<file path="src/rtl/voice_mixer.sv">
// voice_mixer: N-voice output stage. Snapshots all voices on a sample tick,
// walks them through one adder, and registers one output sample per tick in
// select, average or saturating-sum mode.
// Optional build macro VOICE_MIXER_OVERRUN_EN adds a sticky dropped-tick flag.
module voice_mixer #(
    parameter int unsigned M    = 12,
    parameter int unsigned N    = 4,
    parameter int unsigned SELW = 2
) (
    input  logic              clk,
    input  logic              rst_n,
    input  logic [N*M-1:0]    in_bus,
    input  logic              sample_tick,
    input  logic [1:0]        mode,
    input  logic [SELW-1:0]   sel,
    input  logic [N-1:0]      mute,
    output logic [M-1:0]      out,
    output logic              out_valid,
    output logic              busy
`ifdef VOICE_MIXER_OVERRUN_EN
    ,
    output logic              overrun
`endif
);

    localparam int unsigned AW = M + SELW;
    localparam logic [1:0] MODE_AVG = 2'b01;
    localparam logic [1:0] MODE_SAT = 2'b10;

    typedef enum logic [1:0] {IDLE, ACC, DONE} state_e;

    state_e            state_q, state_d;
    logic [N*M-1:0]    snap_bus_q, snap_bus_d;
    logic [1:0]        snap_mode_q, snap_mode_d;
    logic [SELW-1:0]   snap_sel_q, snap_sel_d;
    logic [N-1:0]      snap_mute_q, snap_mute_d;
    logic [AW-1:0]     acc_q, acc_d;
    logic [SELW-1:0]   idx_q, idx_d;
    logic [M-1:0]      out_q, out_d;
    logic              valid_q, valid_d;
    logic              busy_q, busy_d;
    logic [M-1:0]      voice_c;
    logic [M-1:0]      sel_voice_c;
    logic [M-1:0]      result_c;
`ifdef VOICE_MIXER_OVERRUN_EN
    logic              overrun_q, overrun_d;
`endif

    // Snapshot voice at the walk index, the selected voice, and the mode result
    always_comb begin
        voice_c     = snap_bus_q[32'(idx_q) * M +: M];
        sel_voice_c = snap_bus_q[32'(snap_sel_q) * M +: M];
        case (snap_mode_q)
            MODE_AVG: result_c = M'(acc_q >> SELW);
            MODE_SAT: result_c = (|acc_q[AW-1:M]) ? {M{1'b1}} : acc_q[M-1:0];
            default:  result_c = sel_voice_c;
        endcase
    end

    // Next-state and registered-output logic
    always_comb begin
        state_d     = state_q;
        snap_bus_d  = snap_bus_q;
        snap_mode_d = snap_mode_q;
        snap_sel_d  = snap_sel_q;
        snap_mute_d = snap_mute_q;
        acc_d       = acc_q;
        idx_d       = idx_q;
        out_d       = out_q;
        valid_d     = 1'b0;
`ifdef VOICE_MIXER_OVERRUN_EN
        overrun_d   = overrun_q | (sample_tick && (state_q != IDLE));
`endif
        case (state_q)
            IDLE: begin
                if (sample_tick) begin
                    snap_bus_d  = in_bus;
                    snap_mode_d = mode;
                    snap_sel_d  = sel;
                    snap_mute_d = mute;
                    acc_d       = '0;
                    idx_d       = '0;
                    state_d     = ACC;
                end
            end
            ACC: begin
                // Muted voices contribute zero; stepping continues in every mode
                acc_d = acc_q + (snap_mute_q[idx_q] ? AW'(0) : AW'(voice_c));
                idx_d = SELW'(idx_q + 1'b1);
                if (idx_q == SELW'(N - 1)) begin
                    state_d = DONE;
                end
            end
            DONE: begin
                out_d   = result_c;
                valid_d = 1'b1;
                state_d = IDLE;
            end
            default: state_d = IDLE;
        endcase
        busy_d = (state_d != IDLE);
    end

    // State and datapath registers
    always_ff @(posedge clk or negedge rst_n) begin
        if (!rst_n) begin
            state_q     <= IDLE;
            snap_bus_q  <= '0;
            snap_mode_q <= '0;
            snap_sel_q  <= '0;
            snap_mute_q <= '0;
            acc_q       <= '0;
            idx_q       <= '0;
            out_q       <= '0;
            valid_q     <= 1'b0;
            busy_q      <= 1'b0;
        end else begin
            state_q     <= state_d;
            snap_bus_q  <= snap_bus_d;
            snap_mode_q <= snap_mode_d;
            snap_sel_q  <= snap_sel_d;
            snap_mute_q <= snap_mute_d;
            acc_q       <= acc_d;
            idx_q       <= idx_d;
            out_q       <= out_d;
            valid_q     <= valid_d;
            busy_q      <= busy_d;
        end
    end

`ifdef VOICE_MIXER_OVERRUN_EN
    // Sticky dropped-tick flag, cleared only by reset
    always_ff @(posedge clk or negedge rst_n) begin
        if (!rst_n) begin
            overrun_q <= 1'b0;
        end else begin
            overrun_q <= overrun_d;
        end
    end

    assign overrun = overrun_q;
`endif

    assign out       = out_q;
    assign out_valid = valid_q;
    assign busy      = busy_q;

endmodule
</file>
<file path="config.mk">
export PLATFORM = sky130hd
export DESIGN_NAME = voice_mixer
export DESIGN_NICKNAME = d
export VERILOG_FILES = /design/src/rtl/voice_mixer.sv
export SDC_FILE = /design/constraint.sdc
export NUM_CORES = 1
export LEC_CHECK = 0
export CORE_ASPECT_RATIO = 1.2
export CORE_MARGIN = 10
export CORE_UTILIZATION = 54
export CTS_CLUSTER_SIZE = 14
export DETAILED_ROUTE_END_ITERATION = 12
export PLACE_DENSITY = 0.8
export SLEW_MARGIN = 20
export SYNTH_ARGS = -nofsm -noshare
export SYNTH_HDL_FRONTEND = slang
export SYNTH_SLANG_ARGS = --single-unit
</file>
<file path="constraint.sdc">
create_clock -name clk -period 3.5 [get_ports clk]
set_input_delay 0.7 -clock clk [delete_from_list [all_inputs] [get_ports clk]]
set_output_delay 0.7 -clock clk [all_outputs]
set_load 0.005 [all_outputs]
</file>
; Word level (Yosys, flattened, before mapping)
; Index checks and enable logic that the tools add are counted.
[op_classes]
n_addsub = 2
mul = 2
n_div = 0
magnitude_cmp = 1
n_eq_ne = 6
n_shift = 2
mux = 13
bitwise = 0
reduce_logical = 6
[ops]
columns = op, n
row1 = $shiftx A48 B7 Y12, 2
row2 = $pmux W14 S2, 1
row3 = $mux W12, 2
row4 = $pmux W12 S2, 1
row5 = $add A14 B12 Y14, 1
row6 = $mux W14, 1
row7 = $mul A2 B2 Y4 const B, 2
row8 = $pmux W2 S2, 2
row9 = $eq A2 B2 Y1 const B, 3
row10 = $mux W2, 3
row11 = $eq A2 B1 Y1 const B, 2
row12 = $reduce_and A2 Y1, 2
row13 = $reduce_bool A2 Y1, 2
row14 = $lt A2 B3 Y1 const B, 1
row15 = $add A2 B1 Y2 const B, 1
row16 = $bmux W1 S2, 1
row17 = $logic_not A2 Y1, 1
row18 = $mux W1, 2
row19 = $ne A2 B2 Y1 const B, 1
row20 = $reduce_or A2 Y1, 1
[totals]
register_bits = 88
latchBits = 0
ramBits = 0
romBits = 0
in_bits = 59
mem_count = 0

; Longest topological paths before layout
[logic_depth]
word_depth = 5
mapped_depth = 12
depth_no_buf = 10

; Least setup slack after synthesis
; Ideal clock, no wire load.
[synth_timing]
kind = reg2reg
startpoint = reg idx_q[0]
endpoint = reg acc_q[10]
setup_ns = 0.122
t_arrival_ns = 2.824
t_required_ns = 3.378
path_slack_ns = 0.554
stages_incl_launch_ff = 13
path_buffers = 2
synth_period_minus_slack_ns = 2.946
path_cell_list = dfrtp_1 > buf_6 > mux4_2 > clkbuf_1 > nor2b_1 > ha_1 > inv_1 > fa_1 > nand2b_1 > a21oi_1 > o211ai_1 > a21o_1 > a32o_1
[synth_via]
elab_chain_cells = 5
[synth_lines]
columns = element, line
row1 = from (decl), 38  ; logic [SELW-1:0] idx_q, idx_d;
row2 = from (signal assigned), 124  ; idx_q <= idx_d;
row3 = $mul A2 B2 Y4 or $bmux W1 S2 (tied branches), "51, 88"
row4 = $shiftx A48 B7 Y12 or $mux W1 (tied branches), "51, 88"
row5 = $mux W12 (*), 88  ; acc_d = acc_q + (snap_mute_q[idx_q] ? AW'(0) : AW'(voice_c));
row6 = $add A14 B12 Y14 (*), 88
row7 = $pmux W14 S2 (*), 74  ; case (state_q)
row8 = to (signal assigned), 112  ; acc_q <= '0;
row9 = to (signal assigned), 123  ; acc_q <= acc_d;
row10 = to (decl), 37  ; logic [AW-1:0] acc_q, acc_d;
; Mark *: on every way between the ends. The rest lies on a longest branch, timed or not. The select of a mux whose other input is x is not followed.
; A chain may end at the register's enable or synchronous reset.

; Worst setup path in the final report
; Ends and elaborated chain as after synthesis.

==> impl_metrics.json <==
{
  "status": "completed",
  "cts.sinks": 88,
  "critPathSlowestCell": "mux4_2",
  "antenna_cells": 0,
  "post_cts_buffers": 0,
  "r2r_end": "acc_q[10]",
  "cts_max_path_buffers": 2,
  "start_kind": "register",
  "max_freq_mhz": 327.8,
  "first_pass_iters": 4,
  "drt_first_iter_violations": 227,
  "cp-end-kind": "register",
  "vdd_drop_max_mv": 0.4958,
  "powerDensity_nw_per_um2": 995.3,
  "cp_cell_sequence": "mux4_2 -> nor2b_1 -> ha_1 -> inv_1 -> fa_1 -> nand2b_1 -> a21oi_1 -> o211ai_1 -> a21o_1 -> a32o_1",
  "port_buffers": 72,
  "maxCapViolations": 0,
  "clk_pin_slew_ns": 0.09,
  "die_area_sq_um": 13060,
  "synth_warnings": 0,
  "num_vias": 3892,
  "crit_path_end": "acc_q[10]",
  "finalMaxSlewViolations": 0,
  "place_area_sq_um": 5562,
  "finalInstanceArea_sq_um": 5748,
  "routed_wl_microns": 11610,
  "crit_start": "idx_q[0]",
  "ff2ff_setup_slack_ns": 0.45,
  "critPathMaxStageDelay_ns": 0.66,
  "total_leakage_power_uw": 0.002622,
  "syn_avg_cell_area_sq_um": 9.269,
  "place.gp.congestion": 0.8709,
  "worstSetupPathType": "reg -> reg",
  "antenna_found_initial": 0,
  "drc_errors": 0,
  "synth-edff-count": 0,
  "synthesis.nets": 592,
  "start_util": 0.5565,
  "num-fill-cells": 700,
  "ant_nets": 0,
  "worstPathArrival_ns": 3.29,
  "path_delay_family": "compound AO/OA/AOI/OAI gates",
  "cts_tree": "yes",
  "num_io_pins": 73,
  "hp-class": "in -> async",
  "mostFrequentLayoutCells": "nand2_1, dfrtp_1, clkdlybuf4s50_1",
  "synth.distinct_cells": 40,
  "grt_max_degree": 89,
  "ys_seq_area_frac": 0.4595,
  "setup_tns_ns": 0,
  "cp_max_fo": 12,
  "drive_above_1_share": 0.08463,
  "syn_area_sq_um": 4792,
  "grt_usage": 0.1850,
  "area_growth_pct": 19.95,
  "critPathBufInv": 1,
  "dp.cells": 681,
  "hold_violations": 0,
  "cts_buffers": 9,
  "worst_clock_skew_ns": 0.01772,
  "syn_inst": 517,
  "vias_per_cell": 5.592,
  "clk_latency_ns": 0.37,
  "stdcell_count": 696,
  "postSynth.asyncResetShare": 1.000,
  "grt_setup_unrepaired": "no",
  "final_common_cell": "nand2_1",
  "required_ns": 3.74,
  "grt_pass1_vias": 3958,
  "synth-main-ff-cell": "dfrtp_1",
  "die_y_microns": 123.2,
  "period_minus_slack_ns": 3.050,
  "globalRoute.totalOverflow": 0,
  "h-tree-depth": 3,
  "cts_resized": 0,
  "worst_pin_slew_ns": 0.8603,
  "wl_per_cell_microns": 16.69,
  "period_share": 0.8715,
  "finalNetCount": 650,
  "ys_seq_elements": 88,
  "slew_headroom": 0.4253,
  "grt_pass1_wl_microns": 19350,
  "die_x_microns": 106.0,
  "ctsHoldBuffers": 0,
  "root_buffer": "clkbuf_8",
  "dp_hpwl_microns": 8438,
  "cp_num_cells": 10,
  "num_rows": 37,
  "fin_util": 0.6675,
  "r2r_cells": 10,
  "finalSetupViolCount": 0,
  "coreArea_sq_um": 8611,
  "r2r-start": "idx_q[0]"
}
==> cells by family (layout without fill, tap and decap cells) <==
family	count (synthesis)	in the layout	synth area share
multiplexers	28	28	0.1211
XOR/XNOR	6	6	0.01097
AO/OA/AOI/OAI	102	102	0.1259
flip-flops	88	88	0.4595
buffers and inverters	39	101	0.03603
adder cells (fa/ha/maj)	16	16	0.04334
AND/OR/NAND/NOR	238	238	0.2031
==> synthesized netlist by cell type, types with 2 or more instances <==
library cell  instances  area [sq um]
ha_1                 15         187.7
a21o_1                3         22.52
clkbuf_1             17         63.81
a21oi_1              38         190.2
a211oi_1              2         15.01
buf_4                 2         15.01
inv_1                 9         33.78
a32o_1                3         30.03
dfrtp_1              88          2202
buf_2                 9         45.04
nor2b_1              14         87.58
mux2i_1               4         40.04
o211ai_1              6         45.04
xor2_1                5         43.79
nor2_1                3         11.26
nand2_1             204         765.7
nand3_1               5         25.02
o21ai_0              38         190.2
mux4_2               24         540.5
a22o_1                2         17.52
nand2b_1              7         43.79
==> final cells by class <==
cell class	instances	area [sq um]	share of cell area
Timing Repair Buffer	77	759.5	0.1321
Clock inverter	2	13.76	0.002394
Tap cell	117	146.4	0.02547
Sequential cell	88	2202	0.3831
Multi-Input combinational cell	390	2424	0.4216
Inverter	9	33.78	0.005877
Clock buffer	13	168.9	0.02939
==> registers in the layout, indices dropped and copies added, names as in the netlist <==
signal	cells
snap_bus_q	48
acc_q	14
out	12
snap_mute_q	4
idx_q	2
snap_mode_q	2
snap_sel_q	2
state_q	2
busy	1
out_valid	1
==> worst min path at each step <==
stage / start / endpoint / slack [ns] / cells after the start
after global routing: rst_n / snap_bus_q[1] / 0.43 / 1
final: rst_n / snap_bus_q[1] / 0.39 / 1
after detailed placement: snap_mute_q[0] / snap_mute_q[0] / 0.46 / 2
after CTS: snap_mute_q[0] / snap_mute_q[0] / 0.48 / 2
after floorplan: rst_n / acc_q[0] / 0.40 / 0
after global placement: snap_mute_q[0] / snap_mute_q[0] / 0.45 / 2
==> power breakdown <==
group | internal (uW) | switching [uW] | total, uW
clock | 313 | 354 | 667
sequential | 1490 | 452 | 1950
combinational | 1480 | 1630 | 3110
==> through the flow <==
step	setup WS, ns	total power [uW]	hold slack, ns
after floorplan	0.5541	4212	0.4044
after global placement	0.6115	4938	0.4533
after detailed placement	0.4811	5053	0.4622
after CTS	0.4399	5733	0.4819
after global routing	0.2333	6228	0.4339
final	0.4498	5721	0.3935
==> routing by layer <==
metal | up-vias | global-route usage | part of all wire
li1 | 1869 | - | -
met1 | 1907 | 0.2318 | 0.43
met2 | 93 | 0.2949 | 0.49
met3 | 23 | 0.04945 | 0.057
met4 | 0 | 0.08559 | 0.022
met5 | - | 0 | 0
(Power assumes the default switching activity.)
